[src/rtl/satatx_align_sched.sv]
// SATA transmit scheduler: merges link-layer dwords with periodic ALIGN bursts,
// fills source gaps with SYNC and holds ALIGN while the PHY link is down.
//
// Ports:
//   i_clk, i_reset          clock, synchronous active-high reset
//   i_phy_ready             PHY link up; low forces continuous ALIGN
//   S_VALID/S_READY/S_DATA  link-layer source, {is_primitive, dword}
//   M_VALID/M_READY/M_DATA  registered stream to encoder, {k_flag, dword}
//   o_fill                  one-cycle pulse when a SYNC filler is loaded
//   o_align                 high while M_DATA holds a scheduled ALIGN
module satatx_align_sched #(
    parameter int ALIGN_INTERVAL = 256,
    parameter int ALIGN_COUNT    = 2,
    parameter int CW             = 9
) (
    input  logic        i_clk,
    input  logic        i_reset,
    input  logic        i_phy_ready,
    input  logic        S_VALID,
    output logic        S_READY,
    input  logic [32:0] S_DATA,
    output logic        M_VALID,
    input  logic        M_READY,
    output logic [32:0] M_DATA,
    output logic        o_fill,
    output logic        o_align
);

    localparam logic [32:0] ALIGN_W = {1'b1, 32'h7B4A_4ABC};
    localparam logic [32:0] SYNC_W  = {1'b1, 32'hB5B5_957C};

    localparam int BW = (ALIGN_COUNT > 1) ? $clog2(ALIGN_COUNT) : 1;

    localparam logic [CW-1:0] LAST_CNT = CW'(ALIGN_INTERVAL - 1);
    localparam logic [BW-1:0] LAST_BST = BW'(ALIGN_COUNT - 1);

    typedef enum logic [1:0] {
        ST_DOWN,
        ST_RUN,
        ST_ALIGN
    } state_t;

    state_t        state, state_n;
    logic [CW-1:0] cnt, cnt_n;
    logic [BW-1:0] bidx, bidx_n;

    logic          load;
    logic          burst_due;
    logic          valid_n;
    logic [32:0]   data_n;
    logic          align_n;
    logic          fill_n;

    // Output register takes a new word when empty or when the encoder accepts.
    assign load      = !M_VALID || M_READY;
    assign burst_due = (state == ST_ALIGN);

    // Source is only taken on a RUN load with the link up, so a word handed
    // over here always lands in M_DATA.
    assign S_READY = i_phy_ready && (state == ST_RUN) && !burst_due && load;

    // State register and output stage
    always_ff @(posedge i_clk) begin
        if (i_reset) begin
            state   <= ST_DOWN;
            cnt     <= '0;
            bidx    <= '0;
            M_VALID <= 1'b0;
            M_DATA  <= ALIGN_W;
            o_align <= 1'b0;
            o_fill  <= 1'b0;
        end else begin
            state   <= state_n;
            cnt     <= cnt_n;
            bidx    <= bidx_n;
            M_VALID <= valid_n;
            M_DATA  <= data_n;
            o_align <= align_n;
            o_fill  <= fill_n;
        end
    end

    // Next-state logic; the counter advances on loads only and saturates
    // at the last slot of the interval.
    always_comb begin
        state_n = state;
        cnt_n   = cnt;
        bidx_n  = bidx;
        if (!i_phy_ready) begin
            state_n = ST_DOWN;
            cnt_n   = '0;
            bidx_n  = '0;
        end else begin
            unique case (state)
                ST_DOWN: begin
                    state_n = ST_RUN;
                    cnt_n   = '0;
                    bidx_n  = '0;
                end
                ST_RUN: begin
                    if (load) begin
                        if (cnt == LAST_CNT) begin
                            state_n = ST_ALIGN;
                            bidx_n  = '0;
                        end else begin
                            cnt_n = cnt + CW'(1);
                        end
                    end
                end
                ST_ALIGN: begin
                    if (load) begin
                        if (bidx == LAST_BST) begin
                            state_n = ST_RUN;
                            cnt_n   = '0;
                            bidx_n  = '0;
                        end else begin
                            bidx_n = bidx + BW'(1);
                        end
                    end
                end
                default: begin
                    state_n = ST_DOWN;
                    cnt_n   = '0;
                    bidx_n  = '0;
                end
            endcase
        end
    end

    // Output-stage next values. A link drop overwrites even a stalled word,
    // so the encoder never sees stale payload after the PHY goes away.
    always_comb begin
        valid_n = M_VALID;
        data_n  = M_DATA;
        align_n = o_align;
        fill_n  = 1'b0;
        if (!i_phy_ready) begin
            valid_n = 1'b1;
            data_n  = ALIGN_W;
            align_n = 1'b0;
        end else if (load) begin
            valid_n = 1'b1;
            unique case (state)
                ST_DOWN: begin
                    data_n  = ALIGN_W;
                    align_n = 1'b0;
                end
                ST_RUN: begin
                    align_n = 1'b0;
                    if (S_VALID) begin
                        data_n = S_DATA;
                    end else begin
                        data_n = SYNC_W;
                        fill_n = 1'b1;
                    end
                end
                ST_ALIGN: begin
                    data_n  = ALIGN_W;
                    align_n = 1'b1;
                end
                default: begin
                    data_n  = ALIGN_W;
                    align_n = 1'b0;
                end
            endcase
        end
    end

endmodule

[config.mk]
export PLATFORM = sky130hd
export DESIGN_NAME = satatx_align_sched
export DESIGN_NICKNAME = d
export VERILOG_FILES = /design/src/rtl/satatx_align_sched.sv
export SDC_FILE = /design/constraint.sdc
export NUM_CORES = 1
export LEC_CHECK = 0
export ABC_CLOCK_PERIOD_IN_PS = 2500
export BUFFER_PORTS_ARGS = -buffer_cell sky130_fd_sc_hd__buf_4
export CORE_ASPECT_RATIO = 0.6
export CORE_MARGIN = 4
export CORE_UTILIZATION = 51
export CTS_BUF_LIST = sky130_fd_sc_hd__clkbuf_8
export DETAILED_ROUTE_END_ITERATION = 6
export PLACE_DENSITY = 0.82
export REMOVE_ABC_BUFFERS = 1
export SYNTH_ARGS = -nofsm -noshare
export SYNTH_HDL_FRONTEND = slang
export SYNTH_SLANG_ARGS = --single-unit
[constraint.sdc]
create_clock -name i_clk -period 2.5 [get_ports i_clk]
set_input_delay 0.375 -clock i_clk [delete_from_list [all_inputs] [get_ports i_clk]]
set_output_delay 0.375 -clock i_clk [all_outputs]
set_load 0.1 [all_outputs]
==> metrics.txt, run 1 <==
Critical Path AT=around 2.3 ns; cell leakage power=1.04 nW; R2R depth=6; R2R Setup Slk=0.43 ns; Clock transition at path regs=0.09 ns; Final period util=82.9%; Fmax=between 400 and 500 MHz; DRT Wirelength=5180 µm; post-synth cell types=36; min-delay src=i_reset; CP max FO=17; Final min period=2.07 ns; Final nets=approximately 340; Die W=about 90 µm; Crit Path Class=flip-flop to flip-flop; clock skew=about 0.0039 ns; fin area=2720 µm²; Max Cap Violations=0; Worst-Skew Late Latency=0.30 ns; clock buffer depth=2; Via density=5.63; Crit Reg-Reg Endpoint=cnt[6]; Post-synth top cells=dfxtp_1 (48), nand2_1 (28), a21oi_1 (23); Hold/Removal Path Class=primary input to flip-flop; sequential fraction of the synthesis area=47.2%; top cell type's share of synthesized area=47.2%; Inserted Diodes=0; Syn Area/Cell=8.59 µm²; overall global routing resource usage=20.5%; DP HPWL=3610 µm; clock root buffer=clkbuf_8; H-tree depth=2; Crit Reg-Reg Startpoint=cnt[0]; Post-Place Worst Slack=0.446 ns; area grow syn2layout=33.7%; dpl cells=~340; Placeable Area=roughly 3800 µm²; CTS tree=yes; most used flip-flop cell after synthesis=dfxtp_1; cts repair resizes=0; largest area contributor in the netlist=dfxtp_1; Iteration-0 DRC Markers=88; global route overflow=0; Remaining DRCs=0; largest cells by area after synthesis=dfxtp_1 (47%), a21oi_1 (5.7%), nand2_1 (5.2%), nand2b_1 (4.0%), nand3_1 (3.9%); outcome=completed; WL/cell=14.7 µm; initial antenna violation count=0; final cell count without fillers=352; Worst-Margin Slew=approximately 0.75 ns; PD cells=595 nW/µm²; first-pass GRT wire length=8280 µm; Ys Warns=0; VDD IR max=343 µV; Hold Path Cell Cnt=2; RSZ-0062 raised after global routing=no; fin worst setup slack=about 0.43 ns; Post-DP Area=~2600 µm²; I/O Pins=75; vias=1,983; slew margin rel.=between 40% and 50%; clock sink count=48; Worst Path Required=between 2 and 3 ns; Worst setup SP type=flip-flop; layout cell share with drive strength beyond 1=between 30% and 40%; synthesized area=2040 µm²; TritonCTS buffer count=5; Pins Over Slew Limit=0; total power=1.62 mW; Mapped Cells=between 200 and 250; Hold WS=0.254 ns; routability cong.=approximately 0.81; register bit total from synthesis=48; most frequent cell after synthesis=dfxtp_1; row count=17; setup TNS=0 ns; initial core utilization=54.1%; port bufs=74; Setup Buffers After CTS=0; Async S/R FF share, synth=0%; Final ANT Viol Nets=0; largest net degree at the start of global routing=29; Util after Layout=72.3%; die height=between 50 and 60 µm; WHS Endpoint=M_VALID; Crit. End Element=flip-flop; Final Hold Viols=0; die area=5100 µm²; Post-synth EDFFs=0; Hold-fix buffers, CTS=0; First-pass DRT Iterations=4; # setup viols final=0; vias in the first global route=1,773
## how the worst max path moves through the flow
stage	startpoint	endpoint	slack, ns	cells past startpoint
3_5_place_dp	cnt[0]	cnt[6]	0.45	6
2_1_floorplan	M_VALID	S_READY	-0.37	2
6_report	cnt[0]	cnt[6]	0.43	6
4_1_cts	cnt[0]	cnt[6]	0.43	6
5_1_grt	cnt[0]	cnt[4]	0.30	6
3_3_place_gp	cnt[0]	cnt[7]	0.51	6
## sequential cells by signal (all words and copies together), names as in the netlist
name and flops:
M_DATA 33, M_VALID 1, bidx 1, cnt 9, o_align 1, o_fill 1
state 2
## cell families (layout without fill, tap and decap cells)
group                    Yosys count  after routing  synth area share [%]
flip-flops                        48             48                  47.2
adder cells (fa/ha/maj)            2              2                  1.23
AO/OA/AOI/OAI                     70             70                  21.7
buffers and inverters             23             91                  5.35
multiplexers                       1              1                 0.492
XOR/XNOR                           1              1                 0.430
AND/OR/NAND/NOR                   92             92                  23.6
## report_power, final
part           switching (mW)  internal, mW  leakage, nW
registers             0.00780         0.776        0.389
clock network           0.252         0.353       0.0645
logic                   0.153        0.0784        0.583
## cell usage in the layout, fill, tap and decap left out, drive strengths merged, types with 4 or more instances in the layout
cell    count
dfxtp      48
o31ai       5
nand2      28
or4         7
nor2       15
o21ai      14
a211oi     10
clkbuf      7
nand3      16
a21oi      23
buf        79
inv         4
nand2b     13
o22ai       8
## critical path, cell delays in order (launching register included)
cell and delay, ns:
dfxtp_1 0.36, ha_1 0.25, and4_1 0.21, ha_1 0.23
o21a_4 0.29, or4_1 0.51, a21oi_1 0.14
## area by class of cell
cell class              count  area (µm²)
repair buffers             79         593
well taps                  47        58.8
clock inverters             1        30.0
inverters                   4        15.0
fillers                   296        1040
flip-flops and latches     48         961
multi-input cells         166         968
clock buffers               7        96.3
## routing by layer
metal	GRT usage (%)	up-vias	wire, µm
met5	0	-	0
met4	5.94	0	14
met3	6.93	2	591
met2	29.4	93	2150
met1	29.3	907	2420
li1	-	981	-
(Power assumes the default switching activity.)
==> run 2: changes to the inputs <==
ABC_CLOCK_PERIOD_IN_PS = 2009   (was 2500)
clock period = 2.01 ns   (was 2.5 ns; I/O delays follow)
==> run 2 against run 1 <==
- routed wire length increased by 4.8%
- first-iteration DRC count up 81%
- critical path depth unchanged
- highest routed layer is now met3
- core utilization grew 0.20 points
- sequential power rose by 24%
- sequential share of layout area is 0.097 points lower
- largest cell class unchanged
- fmax rose by 6.6%
- cell count is 1.7% higher
- clock power fell by 11%
- worst setup slack lost 0.36 ns
- critical path type unchanged
- clock skew rose by 0.0041 ns
==> metrics.txt, run 2 (synthesis gave the netlist of run 1 again) <==
Final period util=between 90% and 100%; PD cells=661 nW/µm²; VDD IR max=367 µV; vias=2,035; slew margin rel.=52.5%; CP Cell Sequence=and4_1 > and4_1 > ha_2 > o21a_4 > or4_1 > a21oi_1; Die W=89.6 µm; routability cong.=0.844; Inserted Diodes=0; Remaining DRCs=0; initial antenna violation count=0; met1 Use GR=approximately 29%; crit-path max cell delay=0.50 ns; TritonCTS buffer count=5; Crit path max-delay family=simple AND/OR/NAND/NOR gates; commonest non-fill, non-tap cell in the layout=buf_4; global route overflow=0; Worst-Skew Late Latency=0.29 ns; Placeable Area=3760 µm²; clock buffer depth=2; Worst Path Required=2.23 ns; total internal power=1.30 mW; Fmax=515 MHz; Final nets=351; First-pass DRT Iterations=4; clock skew=0.00796 ns; M3 GR Usage=around 6.3%; Clock transition at path regs=approximately 0.09 ns; biggest regs=M_DATA x33, cnt x9, state x2; Post-DP Area=approximately 2600 µm²; Max Cap Violations=0; # setup viols final=0; initial core utilization=a little over half; Clock power frac=approximately 30%; Hold Path Cell Cnt=2; CP most frequent cell=and4_1; clock root buffer=clkbuf_8; Critical Path AT=between 2 and 2.5 ns; DRT Wirelength=5430 µm; CP Depth=6; first-pass GRT wire length=8470 µm; port bufs=74; Crit. End Element=flip-flop; Via density=5.68; outcome=completed; Pins Over Slew Limit=0; H-tree depth=2; fin area=2730 µm²; Worst setup SP type=flip-flop; I/O Pins=75; die area=5100 µm²; Slowest cell on crit path=or4_1; overall global routing resource usage=20.7%; Util after Layout=72.5%; Seq pwr share=54.0%; layout cell share with drive strength beyond 1=a little under a third; clock sink count=48; R2R depth=6; CTS tree=yes; Iteration-0 DRC Markers=159; Final ANT Viol Nets=0; Hold-fix buffers, CTS=0; met2 Use GR=a little under a third; row count=17; Worst-Margin Slew=0.705 ns; area grow syn2layout=34.1%; Final Hold Viols=0; cell leakage power=1.05 nW; DP HPWL=roughly 3800 µm; WL/cell=15.2 µm; commonest non-fill, non-tap cells in the layout=buf_4 (85), dfxtp_1 (48), nand2_1 (28); Hold/Removal Path Class=primary input to flip-flop; die height=56.9 µm; CP max FO=9; Sw Share=28.0%; busiest grt layer=met2; max reg flops=33; Final min period=1.94 ns; Crit Path Class=flip-flop to flip-flop; Largest Register=M_DATA; CP bufs+invs=0; largest net degree at the start of global routing=29; total power=1.80 mW; Comb pwr share=16.3%; vias in the first global route=1,858; setup TNS=0 ns; RSZ-0062 raised after global routing=no; sw power=506 µW
[run 2: cell types whose count changed in the layout (fill, tap and decap cells not counted)]
cell / delta
clkinv_2: +1
inv_1: +1
clkbuf_8: -2
buf_4: +6
o21a_2: +1
bufinv_16: -1
ha_2: +1
ha_1: -1
[run 2: final timing paths]
check / from / endpoint / slack [ns]
worst max-delay path: cnt[5] / cnt[7] / 0.07
worst min-delay path: i_reset / M_VALID / 0.17
worst max register to register: cnt[5] / cnt[7] / 0.07
worst min register to register: M_DATA[12] / M_DATA[12] / 0.46
[run 2: per-stage QoR]
step	std cells	setup WS (ns)	hold WS [ns]
final	358	0.0669	0.173
after global routing	358	0.00585	0.165
after CTS	357	0.000821	0.166
after detailed placement	350	0.0212	0.448
after global placement	350	0.0665	0.441
after floorplan	218	-0.786	0.376
[run 2: area by class of cell]
class,instances,area [µm²]
well taps,47,58.8
inverters,4,15.0
multi-input cells,167,980
clock buffers,5,68.8
fillers,323,1030
flip-flops and latches,48,961
repair buffers,85,638
clock inverters,2,8.76
[run 2: per-layer routing]
| metal | vias to the layer above | routed length, µm | share of wire, % |
|---|---|---|---|
| li1 | 997 | - | - |
| met1 | 938 | 2440 | 45 |
| met2 | 100 | 2420 | 45 |
| met3 | 0 | 572 | 11 |
| met4 | 0 | 0 | 0 |
| met5 | - | 0 | 0 |
[run 2: repair_timing]
| action | 4_1_cts | 5_1_grt |
|---|---|---|
| resized for setup | 0 | 1 |
| endpoints found under the setup margin | 0 | 7 |
| buffers inserted | 0 | 0 |
[run 2: power groups by stage]
stage,sequential (mW),clock (mW),combinational (mW)
2_1_floorplan,1.09,0,0.0788
3_3_place_gp,0.996,0,0.290
3_5_place_dp,0.996,0,0.292
4_1_cts,0.974,0.542,0.292
5_1_grt,0.976,0.576,0.313
6_report,0.974,0.536,0.295
==> run 3: changes to the inputs <==
CORE_ASPECT_RATIO = unset   (was 0.6)
SKIP_LAST_GASP = 1   (was unset)
==> run 3 against run 2 <==
- clock power is 0.7% lower
- global-route usage is 0.49 points higher
- core utilization is 0.41 points higher
- sequential share of layout area is 0.12 points lower
- cell count is 0.56% higher
- non-clock buffer count is 1 higher
- routed wire length is 3.6% lower
- via count is 1.9% lower
- clock-buffer cell count stayed put
==> metrics.txt, run 3 (synthesis gave the netlist of run 1 again) <==
cell leakage power=around 1.1 nW; Max Cap Violations=0; CTS tree=yes; Clock transition at path regs=0.09 ns; clock root buffer=clkbuf_8; Final nets=352; H-tree depth=2; commonest non-fill, non-tap cells in the layout=buf_4 (86), dfxtp_1 (47), nand2_1 (28); Post-DP Area=2630 µm²; CP bufs+invs=1; Placeable Area=3770 µm²; Largest Register=M_DATA; vias=roughly 2,000; outcome=completed; min-delay src=i_reset; Worst setup SP type=flip-flop; VDD IR max=421 µV; CP Cell Sequence=ha_1 > and4_1 > ha_2 > o21a_4 > buf_4 > or3_1 > a21oi_1; clock skew=approximately 0.01 ns; CP startpoint=cnt[1]; Slowest cell on crit path=dfxtp_4; die area=5070 µm²; Remaining DRCs=0; crit-path max cell delay=about 0.37 ns; WL/cell=between 10 and 15 µm; clock buffer depth=2; Pins Over Slew Limit=0; initial antenna violation count=0; Final min period=1.96 ns; Worst-Margin Slew=0.769 ns; vias in the first global route=1,819; Final ANT Viol Nets=0; Iteration-0 DRC Markers=about 190; clock sink count=48; first-pass GRT wire length=8740 µm; die height=71.2 µm; overall global routing resource usage=between 20% and 30%; fin area=approximately 2800 µm²; PD cells=roughly 650 nW/µm²; Worst-Skew Late Latency=approximately 0.30 ns; max reg flops=33; port bufs=74; Crit Reg-Reg Startpoint=cnt[1]; First-pass DRT Iterations=4; Die W=71.2 µm; DRT Wirelength=5230 µm; Util after Layout=72.9%; Hold-fix buffers, CTS=0; Final Hold Viols=0; DP HPWL=roughly 3700 µm; Critical Path AT=2.17 ns; Inserted Diodes=0; Via density=5.55; Crit path max-delay family=simple AND/OR/NAND/NOR gates; routability cong.=0.784; Crit Path Class=flip-flop to flip-flop; largest net degree at the start of global routing=29; commonest non-fill, non-tap cell in the layout=buf_4; global route overflow=0; TritonCTS buffer count=5; Final period util=97.4%; biggest regs=M_DATA x33, cnt x9, state x2; initial core utilization=a little over half; area grow syn2layout=35.1%; Hold/Removal Path Class=primary input to flip-flop; row count=22; CP max FO=8; # setup viols final=0; Worst Path Required=2.22 ns; slew margin rel.=48.6%; Fmax=511 MHz; layout cell share with drive strength beyond 1=33.0%; I/O Pins=75; Crit. End Element=flip-flop
run 3: path summary, 6_finish.rpt:
path	endpoint	slack (ns)	depth (start not counted)
worst max-delay path	cnt[1]	0.05	7
worst min-delay path	M_VALID	0.16	2
worst max register to register	cnt[1]	0.05	7
worst min register to register	M_DATA[16]	0.46	2
run 3: cell type report:
type,count,area [µm²]
inverters,4,15.0
flip-flops and latches,48,965
multi-input cells,167,987
clock inverters,2,8.76
fillers,296,1020
clock buffers,5,68.8
well taps,48,60.1
repair buffers,86,646
run 3: per-stage QoR:
stage                     setup TNS (ns)  total power [mW]  setup WS (ns)  hold WS, ns  std cells
final                                  0              1.80         0.0522        0.159        360
after global routing             -0.0248              1.88        -0.0202        0.146        360
after global placement                 0              1.28         0.0710        0.439        349
after CTS                              0              1.81         0.0214        0.156        356
after detailed placement               0              1.29         0.0221        0.447        349
after floorplan                   -23.86              1.17         -0.786        0.376        218
run 3: timing repair:
action	4_1_cts	5_1_grt
setup buffers	0	3
endpoints found under the setup margin	1	6
pin swaps	1	1
resized for setup	0	7
cloned	0	1
run 3: power breakdown:
group / switching, mW / leakage [nW] / internal [mW]
clock: 0.300 / 0.0452 / 0.232
combinational: 0.192 / 0.624 / 0.102
sequential: 0.00877 / 0.390 / 0.964
run 3: metal layers:
| layer | vias to the layer above | track usage, % | part of all wire, % | wire [µm] |
|---|---|---|---|---|
| li1 | 995 | - | - | - |
| met1 | 898 | 28.3 | 42 | 2220 |
| met2 | 92 | 32.3 | 46 | 2400 |
| met3 | 12 | 8.10 | 10 | 546 |
| met4 | 0 | 5.01 | 1.3 | 68 |
| met5 | - | 0 | 0 | 0 |
